===== src/rtl/serial_subtractor.sv =====
// Bit-serial LSB-first subtractor: D = A - B - BIN over WIDTH cycles,
// with one borrow flop carried between bit slices.
module serial_subtractor #(
    parameter int unsigned WIDTH = 8
) (
    input  logic             CLK,
    input  logic             R,
    input  logic             START,
    input  logic [WIDTH-1:0] A,
    input  logic [WIDTH-1:0] B,
    input  logic             BIN,
    output logic             BUSY,
    output logic             DONE,
    output logic [WIDTH-1:0] D,
    output logic             BOUT,
    output logic             Z
);

    localparam int unsigned CW = (WIDTH > 2) ? $clog2(WIDTH) : 1;
    localparam logic [CW-1:0] LAST = CW'(WIDTH - 1);

    typedef enum logic [1:0] {
        IDLE = 2'd0,
        RUN  = 2'd1,
        FIN  = 2'd2
    } state_t;

    state_t           state_q, state_d;
    logic [WIDTH-1:0] opa_q, opa_d;
    logic [WIDTH-1:0] opb_q, opb_d;
    logic [WIDTH-1:0] work_q, work_d;
    logic [CW-1:0]    cnt_q, cnt_d;
    logic             bw_q, bw_d;
    logic [WIDTH-1:0] diff_q, diff_d;
    logic             bout_q, bout_d;
    logic             z_q, z_d;

    logic a0, b0, dbit, nborrow;

    // Current bit slice: difference bit and borrow into the next slice.
    always_comb begin
        a0      = opa_q[0];
        b0      = opb_q[0];
        dbit    = a0 ^ b0 ^ bw_q;
        nborrow = (~a0 & b0) | (~(a0 ^ b0) & bw_q);
    end

    // Next-state and datapath: load on accepted START, shift one bit per RUN cycle,
    // publish the result on the RUN->FIN transition.
    always_comb begin
        state_d = state_q;
        opa_d   = opa_q;
        opb_d   = opb_q;
        work_d  = work_q;
        cnt_d   = cnt_q;
        bw_d    = bw_q;
        diff_d  = diff_q;
        bout_d  = bout_q;
        z_d     = z_q;
        unique case (state_q)
            IDLE, FIN: begin
                if (START) begin
                    opa_d   = A;
                    opb_d   = B;
                    bw_d    = BIN;
                    cnt_d   = '0;
                    work_d  = '0;
                    state_d = RUN;
                end else begin
                    state_d = IDLE;
                end
            end
            RUN: begin
                work_d = {dbit, work_q[WIDTH-1:1]};
                opa_d  = {1'b0, opa_q[WIDTH-1:1]};
                opb_d  = {1'b0, opb_q[WIDTH-1:1]};
                bw_d   = nborrow;
                cnt_d  = cnt_q + CW'(1);
                if (cnt_q == LAST) begin
                    // work_d already holds the final bit, so the result is published
                    // on the same edge that enters FIN
                    diff_d  = work_d;
                    bout_d  = nborrow;
                    z_d     = (work_d == '0);
                    state_d = FIN;
                end
            end
            default: state_d = IDLE;
        endcase
    end

    // State and datapath registers with synchronous reset.
    always_ff @(posedge CLK) begin
        if (R) begin
            state_q <= IDLE;
            opa_q   <= '0;
            opb_q   <= '0;
            work_q  <= '0;
            cnt_q   <= '0;
            bw_q    <= 1'b0;
            diff_q  <= '0;
            bout_q  <= 1'b0;
            z_q     <= 1'b0;
        end else begin
            state_q <= state_d;
            opa_q   <= opa_d;
            opb_q   <= opb_d;
            work_q  <= work_d;
            cnt_q   <= cnt_d;
            bw_q    <= bw_d;
            diff_q  <= diff_d;
            bout_q  <= bout_d;
            z_q     <= z_d;
        end
    end

    assign BUSY = (state_q == RUN);
    assign DONE = (state_q == FIN);
    assign D    = diff_q;
    assign BOUT = bout_q;
    assign Z    = z_q;

endmodule


===== config.mk =====
export PLATFORM = sky130hd
export DESIGN_NAME = serial_subtractor
export DESIGN_NICKNAME = d
export VERILOG_FILES = /design/src/rtl/serial_subtractor.sv
export SDC_FILE = /design/constraint.sdc
export NUM_CORES = 1
export LEC_CHECK = 0
export ABC_CLOCK_PERIOD_IN_PS = 2120
export CAP_MARGIN = 30
export CORE_ASPECT_RATIO = 0.8
export CORE_MARGIN = 2
export CORE_UTILIZATION = 54
export CTS_CLUSTER_DIAMETER = 120
export DETAILED_ROUTE_END_ITERATION = 6
export PLACE_DENSITY = 0.83
export SETUP_SLACK_MARGIN = 0.5
export SLEW_MARGIN = 30
export SYNTH_ARGS = -nofsm -noshare
export SYNTH_HDL_FRONTEND = slang
export SYNTH_SLANG_ARGS = --single-unit

===== constraint.sdc =====
create_clock -name CLK -period 2.12 [get_ports CLK]
set_input_delay 0.636 -clock CLK [delete_from_list [all_inputs] [get_ports CLK]]
set_output_delay 0.636 -clock CLK [all_outputs]
set_load 0.03 [all_outputs]

### After elaboration in Yosys (flattened, before gate mapping)

Index checks and enable logic that the tools add are counted.
Widths: inputs -> output; s select.

| storage, ports and cells | value |
|---|---|
| logic and storage cells | 41 |
| input bits | 20 |
| register bits | 40 |

| cells by class | value |
|---|---|
| equality and inequality tests | 5 |
| bitwise logic cells | 7 |
| multiplexer cells | 13 |
| reductions and logical operators | 6 |
| $add $sub $neg | 1 |

Operators by type and width:

| cell | number |
|---|---|
| $pmux 8 s2 | 3 |
| $mux 8 | 3 |
| $logic_not 8->1 | 1 |
| $pmux 3 s2 | 1 |
| $pmux 2 s2 | 1 |
| $reduce_and 2->1 | 2 |
| $add 3x1->3 const B | 1 |
| $eq 3x3->1 const B | 1 |
| $mux 3 | 1 |
| $and 1x1->1 | 2 |
| $eq 2x1->1 const B | 1 |
| $eq 2x2->1 const B | 1 |
| $logic_not 2->1 | 1 |
| $mux 1 | 2 |
| $mux 2 | 1 |
| $ne 2x1->1 const B | 1 |
| $ne 2x2->1 const B | 1 |
| $not 1->1 | 2 |
| $pmux 1 s2 | 1 |
| $reduce_bool 2->1 | 1 |
| $reduce_or 2->1 | 1 |
| $xor 1x1->1 | 2 |
| $or 1x1->1 | 1 |

### Longest topological paths before layout

| depth | value |
|---|---|
| word-level depth | 5 |
| gate-level depth with buffers | 6 |

### Least setup slack after synthesis

Ideal clock, no wire load.

| timing | value |
|---|---|
| kind | register -> output |
| start point | register state_q[1] |
| end point | output BUSY |
| data required time | 1.484 ns |
| arrival time | 0.860 ns |
| slack | 0.624 ns |
| cell stages (with the launch flop) | 5 |
| cell sequence | dfxtp_1 -> nand2b_1 -> buf_2 -> inv_2 -> buf_2 |

| on the way | value |
|---|---|
| cells in the longest elaborated chain, start to end | 1 |

RTL lines:

| element | RTL line | source |
|---|---|---|
| start, declared | 28 | `state_t state_q, state_d;` |
| start signal, assigned | 105 | `state_q <= state_d;` |
| $eq 2x1->1 | 117 | `assign BUSY = (state_q == RUN);` |
| end, declared | 12 | `output logic BUSY,` |

Every way passes these cells.

### Worst setup path after layout

| timing | value |
|---|---|
| start point | input START |
| end point | register opa_q[2] |

| on the way | value |
|---|---|
| cells in the longest elaborated chain, start to end | 2 |

RTL lines:

| element | RTL line | source |
|---|---|---|
| start, declared | 8 | `input logic START,` |
| $ne 2x2->1 (no line) | n/a |  |
| $reduce_and 2->1 (no line) | n/a |  |
| end signal, assigned | 106 | `opa_q <= opa_d;` |
| end, declared | 29 | `logic [WIDTH-1:0] opa_q, opa_d;` |

Every way passes these cells.
A chain may end at the register's enable or synchronous reset.

==> metrics <==
initial antenna violation count 0; clock-pin slew on the worst setup and hold paths 0.07 ns; CTS Root Cell clkbuf_8; worst endpoint required time 2.31 ns; Synth Cell Area 1587 um2; CTS max path bufs 2; Fin. Hold Viols 0; final wirelength 3488 um; # Post-CTS Setup Buffers 0; FF+latch count, synth 39; clk_skew 0.005225 ns; Yosys Warn Count 0; HP Class reg -> reg; core area 2786 um2; Die W 64.60 um; final setup fails 0; grt total ovfl 0; crit share post-route 75.42%; Slew Limit Headroom 71.56%; Ant. Diodes 0; Area growth, synth to finish 31.78%; Detailed Routing Iterations Pass 1 4; Pleak 0.7549 nW; minimum clock period 1.599 ns; RePlAce Congestion 0.7335; Netlist cell types 23; unrepaired setup endpoints after global routing no; Avg Vias per Cell 5.458; commonest non-fill, non-tap cell in the layout nand2_1; TNS Setup 0 ns; first-pass GRT wire length 5595 um; DPL Wire Length 2248 um; initial core utilization 56.94%; Max Cap Viol 0; Final Total Pwr 0.001629 W; die area 3390 um2; Mapped Cells 196; Peak Freq 625.4 MHz; CTS tree built; Max FO, Critical Path 17; layout cell share with drive strength beyond 1 16.07%; height of the die 52.48 um; CP Class in -> reg; fin nets 246; GRT Overall Usage 22.17%; startpoint types input port; Critical Path AT 1.79 ns; Slew Limit Fails 0; cts hold-fix bufs 0; initial DRC count 111; final instance area 2091 um2; worst-skew pair later-pin latency 0.29 ns; flop-to-flop setup slack 0.66 ns; Max VDD drop 685.2 uV; vias in the first global route 1,278; DP Area 1918 um2; Slew @ Worst Pin 0.4265 ns; IO Port Bufs 31; CTS buffer count 5; post-synthesis sequential area ratio 49.21%; largest net degree at the start of global routing 44; Syn Nets 219; Vias 1,430; drt drc 0; outcome finished clean; most frequent cells in the layout 56 x nand2_1, 37 x dfxtp_1, 22 x a21oi_1, 19 x clkdlybuf4s50_1, 17 x nor2_1; Ports 32; Pwr per Cell Area 779.3 nW/um2; Rows 17; wire length per cell 13.31 um; H-tree depth 2; clock sinks 39; Synth Area per Inst 8.095 um2; Routed Antenna Nets 0; Critical Path End Type flop; Fin Hold WS 0.4586 ns
==> stage by stage <==
step / utilization [%] / cells / worst slack, ns
6_report: 75.03 / 262 / 0.5210
2_1_floorplan: - / 196 / 0.6244
3_3_place_gp: 68.84 / 254 / 0.2382
4_1_cts: 73.82 / 262 / 0.4854
3_5_place_dp: 68.84 / 254 / 0.1195
5_1_grt: 75.03 / 262 / 0.4595
==> worst max-delay path, stage by stage <==
cell,delay [ns]
clkdlybuf4s50_1,0.48
nor2b_2,0.19
buf_12,0.16
nand2_1,0.08
a311oi_2,0.25
==> power by group <==
part | internal (W) | switching (W) | total [W] | leakage [nW]
Combinational | 0.0000984 | 0.000110 | 0.000208 | 0.374
Sequential | 0.000768 | 0.0000247 | 0.000793 | 0.319
Clock | 0.000381 | 0.000247 | 0.000628 | 0.0612
Total | 0.00125 | 0.000382 | 0.00163 | 0.755
==> final timing paths <==
| check | startpoint | end | depth (start not counted) |
|---|---|---|---|
| worst min-delay path | Z | Z | 2 |
| worst max-delay path | START | opa_q[2] | 5 |
| worst min register to register | Z | Z | 2 |
| worst max register to register | opb_q[0] | Z | 5 |
==> routing by layer <==
layer  wire length [um]  GRT usage, %
met5                  0             0
met3                215         5.806
met4                 40         9.929
met2               1703         39.24
met1               1529         25.51
==> registers in the layout, indices dropped and copies added, names as in the netlist <==
| register | cells |
|---|---|
| Z | 1 |
| cnt_q | 3 |
| bw_q | 1 |
| opa_q | 8 |
| work_q | 7 |
| state_q | 2 |
| BOUT | 1 |
| opb_q | 8 |
| D | 8 |
==> cell type report <==
type / instances / area [um2]
well taps: 38 / 47.55
clock inverters: 2 / 35.03
repair buffers: 36 / 384.1
inverters: 3 / 11.26
fillers: 193 / 695.7
flip-flops and latches: 39 / 785.8
multi-input cells: 138 / 744.5
clock buffers: 6 / 82.58
==> cells by family (layout without fill, tap and decap cells) <==
kind of cell,count (synthesis),after routing,share of synthesized area (%)
adders and majority gates,3,3,2.839
and+or+nand+nor,96,96,25.47
DFF,39,39,49.21
AOI/OAI and AO/OA,39,39,16.17
buffers and inverters,19,47,6.309
==> Yosys cell counts <==
cell type | n | area (um2)
a211oi_1 | 1 | 7.510
a21oi_1 | 22 | 110.1
a2bb2oi_1 | 1 | 8.760
a311oi_1 | 14 | 122.6
and3b_1 | 1 | 8.760
buf_1 | 1 | 3.750
buf_2 | 8 | 40.04
buf_4 | 3 | 22.52
buf_6 | 1 | 11.26
clkbuf_1 | 3 | 11.26
dfxtp_1 | 39 | 780.8
fa_1 | 1 | 20.02
ha_1 | 2 | 25.02
inv_1 | 2 | 7.510
inv_2 | 1 | 3.750
nand2_1 | 56 | 210.2
nand2b_1 | 3 | 18.77
nand3_1 | 14 | 70.07
nand3b_1 | 1 | 7.510
nor2_1 | 17 | 63.81
nor2b_1 | 2 | 12.51
nor4_1 | 2 | 12.51
o21a_1 | 1 | 7.510
==> what timing repair did <==
| action | 4_1_cts | 5_1_grt |
|---|---|---|
| gates resized for setup | 46 | 8 |
| setup endpoints to repair | 19 | 6 |
| cloned | 0 | 0 |
Power figures use the tool's default switching activity.
